File: src/rtl/mvau_weight_loader.sv
// Runtime weight-memory writer for one MVAU PE.
// Takes one AXI-Stream weight set, writes it word by word into the PE weight
// memory through a registered write port, and pulses load_done together with
// the final write so the MVAU control can start reading immediately after.
module mvau_weight_loader #(
  parameter int SIMD         = 2,
  parameter int TW           = 1,
  parameter int WMEM_DEPTH   = 4,
  parameter int WMEM_ADDR_BW = 4
) (
  input  logic                    aclk,
  input  logic                    areset,
  input  logic                    load_start,
  input  logic [SIMD*TW-1:0]      s_axis_tdata,
  input  logic                    s_axis_tvalid,
  input  logic                    s_axis_tlast,
  output logic                    s_axis_tready,
  output logic                    wmem_we,
  output logic [WMEM_ADDR_BW-1:0] wmem_waddr,
  output logic [SIMD*TW-1:0]      wmem_wdata,
  output logic                    load_busy,
  output logic                    load_done,
  output logic                    load_err
);

  localparam logic [WMEM_ADDR_BW-1:0] LAST_ADDR = WMEM_ADDR_BW'(WMEM_DEPTH - 1);

  typedef enum logic [1:0] {
    S_IDLE,
    S_LOAD,
    S_DONE
  } state_t;

  state_t                  state;
  logic [WMEM_ADDR_BW-1:0] cnt;
  logic                    accept;
  logic                    is_final;

  // tready is a registered copy of "in LOAD", so a handshake implies LOAD
  assign accept   = s_axis_tvalid & s_axis_tready;
  assign is_final = (cnt == LAST_ADDR);

  // Load sequencer: word counter, handshake/status outputs and framing check
  always_ff @(posedge aclk or posedge areset) begin
    if (areset) begin
      state         <= S_IDLE;
      cnt           <= '0;
      s_axis_tready <= 1'b0;
      load_busy     <= 1'b0;
      load_done     <= 1'b0;
      load_err      <= 1'b0;
    end else begin
      load_done <= 1'b0;
      case (state)
        S_IDLE: begin
          if (load_start) begin
            state         <= S_LOAD;
            cnt           <= '0;
            load_err      <= 1'b0;
            s_axis_tready <= 1'b1;
            load_busy     <= 1'b1;
          end
        end
        S_LOAD: begin
          if (accept) begin
            if (is_final || s_axis_tlast) begin
              // Final word, or an early tlast that truncates the set.
              // The counter stays put so it never passes the last address.
              state         <= S_DONE;
              s_axis_tready <= 1'b0;
              load_busy     <= 1'b0;
              load_done     <= 1'b1;
              if (is_final != s_axis_tlast) begin
                load_err <= 1'b1;
              end
            end else begin
              cnt <= cnt + 1'b1;
            end
          end
        end
        S_DONE: begin
          // load_done is high for exactly this one cycle
          state <= S_IDLE;
        end
        default: begin
          state         <= S_IDLE;
          s_axis_tready <= 1'b0;
          load_busy     <= 1'b0;
        end
      endcase
    end
  end

  // Write port stage: each accepted beat lands in memory one cycle later
  always_ff @(posedge aclk or posedge areset) begin
    if (areset) begin
      wmem_we    <= 1'b0;
      wmem_waddr <= '0;
      wmem_wdata <= '0;
    end else begin
      wmem_we <= accept;
      if (accept) begin
        wmem_waddr <= cnt;
        wmem_wdata <= s_axis_tdata;
      end
    end
  end

endmodule

File: config.mk
export PLATFORM = sky130hd
export DESIGN_NAME = mvau_weight_loader
export DESIGN_NICKNAME = d
export VERILOG_FILES = /design/src/rtl/mvau_weight_loader.sv
export SDC_FILE = /design/constraint.sdc
export NUM_CORES = 1
export LEC_CHECK = 0
export ABC_AREA = 1
export BUFFER_PORTS_ARGS = -buffer_cell sky130_fd_sc_hd__buf_2
export CAP_MARGIN = 20
export CORE_UTILIZATION = 54
export DETAILED_ROUTE_END_ITERATION = 8
export PLACE_DENSITY = 0.91
export SLEW_MARGIN = 20
export SYNTH_ARGS = -nofsm -noshare
export SYNTH_HDL_FRONTEND = slang
export SYNTH_SLANG_ARGS = --single-unit
File: constraint.sdc
create_clock -name aclk -period 4.1 [get_ports aclk]
set_input_delay 0.82 -clock aclk [delete_from_list [all_inputs] [get_ports aclk]]
set_output_delay 0.82 -clock aclk [all_outputs]
set_load 0.01 [all_outputs]
==> flow_summary.json, run 1 <==
{
  "status": "completed",
  "syn_area_um2": 759,
  "diodes": 0,
  "path_clk_slew_ns": 0.09,
  "wl_met1_um": 685,
  "critPathArrivalTime_ns": 1.99,
  "postCtsSetupRepairBufs": 0,
  "grt_max_degree": 17,
  "crit_type": "reg2reg",
  "relSlewSlack_pct": 60.4,
  "fin_skew_ns": 0.00327,
  "drc": 0,
  "finalSetupViolations": 0,
  "wl_met2_um": 755,
  "ys_seq_area_share_pct": 52.7,
  "die_y_um": 39.5,
  "drtIter0Drc": 49,
  "final_nets": 116,
  "hp-class": "reg2reg",
  "vdd_drop_max_v": 0.000466,
  "clockBufferDepth": 2,
  "cp_slowest_cell": "dfrtp_1",
  "die_w_um": 39.5,
  "antenna_left": 0,
  "dpl-instance-area_um2": 851,
  "io_pins": 18,
  "antenna_found_initial": 0,
  "reg2reg_slack_ns": 2.29,
  "syn-num-nets": 96,
  "end_kind": "register",
  "dr.pass1.iters": 4,
  "port_buffers": 17,
  "core_um2": 1300,
  "insertion_delay_ns": 0.29,
  "path_cells": "ha_1 -> nand3_1 -> ha_1 -> inv_1 -> a21oi_1 -> nand3_2 -> nand2_1 -> nand2_1",
  "finalHoldViolCount": 0,
  "grt_pass1_wl_mm": 2.43,
  "synth.ff_latch_count": 16,
  "worstReg2RegStart": "cnt[0]",
  "holdPathStages": 2,
  "numCtsBuffers": 3,
  "routedWlPerCell_um": 13.2,
  "period_share_pct": 44.1,
  "num_vias": 649,
  "cts-htree-levels": 1,
  "rsz0062_at_grt": "no",
  "synth_top_area_share_pct": 52.7,
  "critPathLaunchType": "register",
  "wl_met3_um": 109,
  "gp_congestion": 0.806,
  "pre_cts_ws_ns": 2.24,
  "finalNonFillerCells": 121,
  "setup_slack_ns": 2.29,
  "grt_usage_pct": 25.5,
  "num_rows": 13,
  "cp.required_ns": 4.28,
  "dieArea_um2": 1560,
  "tns_ns": 0,
  "cts_root_buffer": "clkbuf_4",
  "synth.area.top_cells": "dfrtp_1, nand2_1, inv_1",
  "avgViaCountPerCell": 5.36,
  "worst_pin_slew_ns": 0.594,
  "routed_wl_mm": 1.60,
  "max_clock_freq_ghz": 0.553,
  "overflow": 0,
  "max_stage_delay_ns": 0.44,
  "cts_tree": "built",
  "r2r_cells": 8,
  "synth_cell_types": 19,
  "timing.rr.end": "cnt[2]",
  "cellPowerDensity_nw_per_um2": 693,
  "p_leak_nw": 0.523,
  "drive_gt1_share_pct": 29.2,
  "hp-start": "load_err",
  "synth_area_per_cell_um2": 8.73,
  "yosys_warnings": 0,
  "maxCapViolations": 0,
  "syn_to_final_growth_pct": 16.8,
  "dp.cells": 117,
  "top_layer_used": "met4",
  "syn_inst": 87,
  "grt_pass1_vias": 539,
  "cts.sinks": 16,
  "fin_area_um2": 887,
  "holdPathEnd": "load_err",
  "fin_crit_ns": 1.81,
  "critPathMaxFanout": 5,
  "cts_hold_buf": 0,
  "dpl.hpwl_mm": 1.13,
  "cts_resized": 0,
  "drv_slew": 0,
  "start_util_pct": 58.4,
  "yosys.area.top_type": "dfrtp_1"
}
-- metal layers --
layer | GRT usage [%] | vias to the layer above
li1 | - | 311
met1 | 30.7 | 300
met2 | 38.5 | 29
met3 | 9.09 | 9
met4 | 15.5 | 0
met5 | 0 | -
-- critical path: cells and delay by family, from the launching register on --
family	cells	cell delay (ns)
DFF	1	0.44
AOI/OAI and AO/OA	1	0.21
and+or+nand+nor	4	0.41
adders and majority gates	2	0.55
buffers and inverters	1	0.10
-- cells in the final DEF (no fill, tap or decap) --
cell      netlist  layout
o21ai_2         1       1
nand3_1         4       4
clkbuf_8        0       1
xor2_1          1       1
nand2_2         3       3
nor4_1          2       2
nand4_1         2       2
dfrtp_1        16      16
ha_1            2       2
inv_2           1       1
o21ai_0         3       3
clkbuf_4        0       3
nand2_1        33      33
nand3_2         1       1
a21oi_1         2       2
inv_1          10      10
nand2_4         1       1
nor2_2          1       1
buf_2           1      17
nor2_4          2       2
-- worst max-delay path by stage --
stage / cells past startpoint / endpoint / from / slack [ns]
final: 8 / cnt[2] / cnt[0] / 2.29
after floorplan: 7 / cnt[2] / s_axis_tlast / 2.50
after global routing: 8 / cnt[2] / cnt[0] / 2.19
after global placement: 8 / cnt[1] / s_axis_tlast / 2.33
after CTS: 8 / cnt[2] / cnt[0] / 2.35
after detailed placement: 8 / cnt[2] / s_axis_tlast / 2.24
-- registers in the layout, indices dropped and copies added, names as in the netlist --
register and count:
wmem_we 1, load_busy 1, state 2, wmem_wdata 2, cnt 4, load_done 1
wmem_waddr 4, load_err 1
-- cells by family after synthesis --
group / after synthesis / share of synthesized area, %
buf+inv: 13 / 7.08
compound gates: 6 / 4.45
xor+xnor: 1 / 1.15
fa+ha+maj: 2 / 3.29
flops: 16 / 52.7
simple gates: 49 / 31.3
-- where the power goes --
group | switching, mW | internal [mW] | total, mW
combinational | 0.162 | 0.0905 | 0.252
sequential | 0.0470 | 0.211 | 0.257
clock | 0.0505 | 0.0541 | 0.105
-- synthesized netlist by cell type, drive strengths merged --
master  count
a21oi       2
buf         2
dfrtp      16
ha          2
inv        11
nand2      37
nand3       5
nand4       2
nor2        3
nor4        2
o21ai       4
xor2        1
-- stage by stage --
stage	power [mW]	utilization, %	hold slack [ns]
floorplan	0.433	-	0.471
global placement	0.487	65.4	0.450
detailed placement	0.506	65.4	0.463
CTS	0.614	68.2	0.483
global route	0.661	68.2	0.507
finish	0.614	68.2	0.480
-- cell type report --
| cell class | count | area, µm² |
|---|---|---|
| fill | 97 | 414 |
| sequential | 16 | 400 |
| multi-input combinational | 58 | 305 |
| timing repair buffer | 17 | 85.1 |
| inverter | 11 | 41.3 |
| clock buffer | 4 | 36.3 |
| tap | 15 | 18.8 |
Note: power is estimated with default switching activity, not from simulation.
==> run 2, diff against run 1 <==
CORE_ASPECT_RATIO = 1.25   (was default)
CORE_UTILIZATION = 45   (was 54)
PLACE_DENSITY = 0.82   (was 0.91)
clock period = 1.6 ns   (was 4.1 ns; I/O delays follow)
==> run 2 against run 1 <==
- sequential share of layout area decreased by 1.9 points
- combinational power rose to 2.8 times the previous value
- critical path depth is the same
- largest power group is now combinational cells
==> flow_summary.json, run 2 (synthesis gave the netlist of run 1 again) <==
{
  "die_w_um": 38.7,
  "drv_slew": 0,
  "path_cells": "ha_2 -> nand3_2 -> ha_4 -> inv_1 -> a21oi_2 -> nand3_1 -> nand2_1 -> nand2_1",
  "hp-class": "in2async",
  "insertion_delay_ns": 0.29,
  "num_rows": 16,
  "vdd_drop_max_v": 0.000737,
  "endpoint": "load_err",
  "routed_wl_mm": 1.61,
  "antenna_left": 0,
  "critPathLaunchType": "register",
  "grt_usage_pct": 20.5,
  "core_um2": 1580,
  "die_y_um": 47.9,
  "period_share_pct": 93.6,
  "critPathArrivalTime_ns": 1.68,
  "dr.pass1.iters": 3,
  "r2r_cells": 8,
  "tns_ns": 0,
  "p_leak_nw": 0.527,
  "dpl.hpwl_mm": 1.19,
  "relSlewSlack_pct": 59.7,
  "grt_pass1_vias": 603,
  "clockBufferDepth": 2,
  "drtIter0Drc": 16,
  "max_stage_delay_ns": 0.42,
  "cpMostUsedCell": "nand2_1",
  "seqCellArea_um2": 400,
  "most-common-layout-cells": "nand2_1, buf_2, dfrtp_1",
  "cp.depth": 8,
  "worst_pin_slew_ns": 0.603,
  "drive_gt1_share_pct": 34.6,
  "reg.largest.list": "cnt: 4 flops, wmem_waddr: 4 flops",
  "max_clock_freq_ghz": 0.668,
  "cts_tree": "built",
  "critPathTopFamily": "adder cells",
  "cts_root_buffer": "clkbuf_4",
  "cts.sinks": 16,
  "rsz0062_at_grt": "no",
  "num_vias": 638,
  "cp_slowest_cell": "dfrtp_1",
  "overflow": 0,
  "worstReg2RegStart": "cnt[0]",
  "grt_max_degree": 17,
  "port_buffers": 17,
  "avgViaCountPerCell": 5.10,
  "numCtsBuffers": 3,
  "status": "completed",
  "path_clk_slew_ns": 0.09,
  "cp.required_ns": 1.78,
  "io_pins": 18,
  "antenna_found_initial": 0,
  "maxCapViolations": 0,
  "reg2reg_slack_ns": 0.10,
  "cts_hold_buf": 0,
  "grt_pass1_wl_mm": 2.51,
  "finalSetupViolations": 0,
  "crit_type": "reg2reg",
  "path_buf_inv": 1,
  "fin_crit_ns": 1.50,
  "critPathLaunch": "cnt[0]",
  "final_nets": 118,
  "routedWlPerCell_um": 12.9,
  "finalHoldViolCount": 0,
  "multiInputGateArea_um2": 340,
  "cellPowerDensity_nw_per_um2": 1690,
  "timing.rr.end": "load_err",
  "gp_congestion": 0.847,
  "dieArea_um2": 1860,
  "fin_skew_ns": 0.00492,
  "cts-htree-levels": 1,
  "diodes": 0,
  "start_util_pct": 48.0,
  "end_kind": "register",
  "finish.utilization_pct": 58.6,
  "n_fill_cell": 145,
  "critPathMaxFanout": 5,
  "drc": 0,
  "final_common_cell": "nand2_1",
  "syn_to_final_growth_pct": 22.1
}
-- run 2: changes by cell type in the layout (fill, tap and decap cells not counted), sizes merged --
cell	change
buf	+2
clkbuf	-1
-- run 2: layout make-up --
type | instances | area share [%]
sequential | 16 | 43.2
multi-input combinational | 58 | 36.7
timing repair buffer | 19 | 10.8
inverter | 11 | 4.45
clock buffer | 3 | 2.43
tap | 18 | 2.43
-- run 2: repair_timing --
action / 4_1_cts / 5_1_grt
hold endpoints to repair: 0 / 0
endpoints found under the setup margin: 4 / 6
setup buffers: 0 / 1
pin swaps: 0 / 2
resized for setup: 1 / 6
-- run 2: worst min path at each step --
stage,slack [ns],startpoint,end
after global routing,0.15,areset,wmem_we
after global placement,0.40,areset,wmem_we
after detailed placement,0.42,areset,wmem_we
after CTS,0.11,areset,wmem_we
final,0.08,areset,wmem_we
after floorplan,0.23,areset,cnt[0]
-- run 2: per-layer routing --
metal	share of wire [%]	global-route usage [%]	vias to the layer above
met1	43	22.7	308
met5	0	0	-
met2	52	36.7	13
met3	2.5	2.79	5
met4	2.2	12.4	0
li1	-	-	312
-- run 2: where the power goes --
part           internal (mW)  switching [mW]
registers              0.540           0.116
logic                  0.273           0.426
clock network         0.0876           0.124
-- run 2: metrics by stage --
step,setup WS (ns),instances,instance area [µm²],hold WS (ns),power (mW)
finish,0.103,125,927,0.0812,1.57
global route,0.00528,125,927,0.153,1.68
CTS,0.0292,124,887,0.110,1.52
global placement,0.0917,121,862,0.402,1.27
floorplan,0.153,87,759,0.234,1.11
detailed placement,-0.0108,121,862,0.417,1.32
==> run 3, diff against run 2 <==
PLACE_DENSITY = default   (was 0.82)
PLACE_DENSITY_LB_ADDON = 0.05   (was default)
==> run 3 against run 2 <==
- non-clock buffer count rose by 2
- combinational power fell by 4.3%
- global-route usage fell by 3.6 points
- critical path depth unchanged
- clock power up 27%
- setup slack better by 0.016 ns
- total power increased by 1.6%
- sequential power barely moved
- cell area grew 0.27%
- clock skew about the same
- register-to-register slack improved by 0.02 ns
- sequential share of layout area is 0.12 points lower
- critical path type unchanged
==> flow_summary.json, run 3 (synthesis gave the netlist of run 1 again) <==
{
  "status": "completed",
  "finalSetupViolations": 0,
  "syn_to_final_growth_pct": 22.4,
  "critPathLaunchType": "register",
  "relSlewSlack_pct": 60.0,
  "dpl.hpwl_mm": 1.07,
  "worst_pin_slew_ns": 0.600,
  "pwr-share-comb_pct": 42.0,
  "path_clk_slew_ns": 0.10,
  "setup_slack_ns": 0.119,
  "finalHoldViolCount": 0,
  "port_buffers": 17,
  "final_nets": 120,
  "io_pins": 18,
  "die_y_um": 47.9,
  "cts_root_buffer": "clkbuf_4",
  "diodes": 0,
  "grt_usage_pct": 16.9,
  "clockBufferDepth": 2,
  "drive_gt1_share_pct": 34.5,
  "routedWlPerCell_um": 11.0,
  "maxCapViolations": 0,
  "cp.required_ns": 1.79,
  "end_kind": "register",
  "start_util_pct": 48.0,
  "die_w_um": 38.7,
  "final_common_cell": "nand2_1",
  "cts-htree-levels": 1,
  "gp_congestion": 0.762,
  "internal_power_mw": 0.953,
  "max_clock_freq_ghz": 0.675,
  "rsz0062_at_grt": "no",
  "dr.pass1.iters": 3,
  "hp-class": "in2async",
  "antenna_left": 0,
  "dpl-instance-area_um2": 877,
  "drc": 0,
  "fin_crit_ns": 1.48,
  "pre_cts_ws_ns": 0.103,
  "p_leak_nw": 0.540,
  "critPathMaxFanout": 5,
  "tns_ns": 0,
  "crit_type": "reg2reg",
  "num_rows": 16,
  "insertion_delay_ns": 0.28,
  "switching_power_mw": 0.639,
  "avgViaCountPerCell": 4.77,
  "antenna_found_initial": 0,
  "routed_wl_mm": 1.41,
  "numCtsBuffers": 3,
  "holdWs_ns": 0.0832,
  "most-common-layout-cells": "nand2_1, buf_2, dfrtp_1",
  "num_vias": 611,
  "dieArea_um2": 1860,
  "period_share_pct": 92.6,
  "reg2reg_slack_ns": 0.12,
  "grt_max_degree": 17,
  "grt_pass1_wl_mm": 2.08,
  "fin_skew_ns": 0.00504,
  "swShare_pct": 40.1,
  "core_um2": 1580,
  "overflow": 0,
  "cts_tree": "built",
  "fin_area_um2": 930,
  "cts.sinks": 16,
  "cellPowerDensity_nw_per_um2": 1710,
  "drtIter0Drc": 2,
  "critPathArrivalTime_ns": 1.67,
  "clockPowerShare_pct": 16.9,
  "drv_slew": 0,
  "p_seq_share_pct": 41.1,
  "grt_pass1_vias": 498,
  "vdd_drop_max_v": 0.000871,
  "reg.largest.list": "cnt: 4 flops, wmem_waddr: 4 flops"
}
[run 3: cell types whose count changed in the layout (fill, tap and decap cells not counted), sizes merged]
cell    delta
buf        +2
clkbuf     +1
[run 3: per-layer routing]
layer  track usage [%]  share of wire, %
met4              10.3              0.99
met2              26.3                54
met1              21.0                43
met5                 0                 0
met3              4.19               2.5
[run 3: power groups by stage]
stage	clock (mW)	sequential, mW	combinational, mW
floorplan	0	0.694	0.415
global placement	0	0.652	0.645
detailed placement	0	0.659	0.659
CTS	0.278	0.652	0.660
global route	0.290	0.676	0.760
finish	0.269	0.654	0.669
[run 3: cell type report]
cell class / count / area [µm²]
Timing Repair Buffer: 21 / 115
Multi-Input combinational cell: 58 / 314
Clock buffer: 4 / 36.3
Fill cell: 157 / 652
Sequential cell: 16 / 400
Tap cell: 18 / 22.5
Inverter: 11 / 41.3
[run 3: stage by stage]
stage	power (mW)	utilization, %	instances
final	1.59	58.8	128
after global routing	1.73	58.8	128
after CTS	1.59	57.8	127
after detailed placement	1.32	55.5	123
after global placement	1.30	55.5	123
after floorplan	1.11	-	87
[run 3: what timing repair did]
item                                    4_1_cts  5_1_grt
endpoints found under the hold margin         0        0
buffers inserted                              0        1
hold buffers                                  0        0
gates resized for setup                       0        3
endpoints found under the setup margin        0        4
[run 3: path summary, 6_finish.rpt]
path / cells past startpoint / from / endpoint
min in group aclk: 3 / s_axis_tdata[0] / wmem_wdata[0]
hold reg to reg: 2 / load_err / load_err
setup / recovery: 8 / cnt[0] / load_err
hold / removal: 2 / areset / load_done
setup reg to reg: 8 / cnt[0] / load_err
max in group asynchronous: 2 / areset / cnt[0]
[run 3: worst max-delay path, cell delays in order, from the launching register on]
cell	delay (ns)
dfrtp_1	0.43
ha_2	0.21
nand3_1	0.08
ha_2	0.32
inv_1	0.04
a21oi_2	0.12
nand3_1	0.09
nand2_1	0.06
nand2_1	0.04
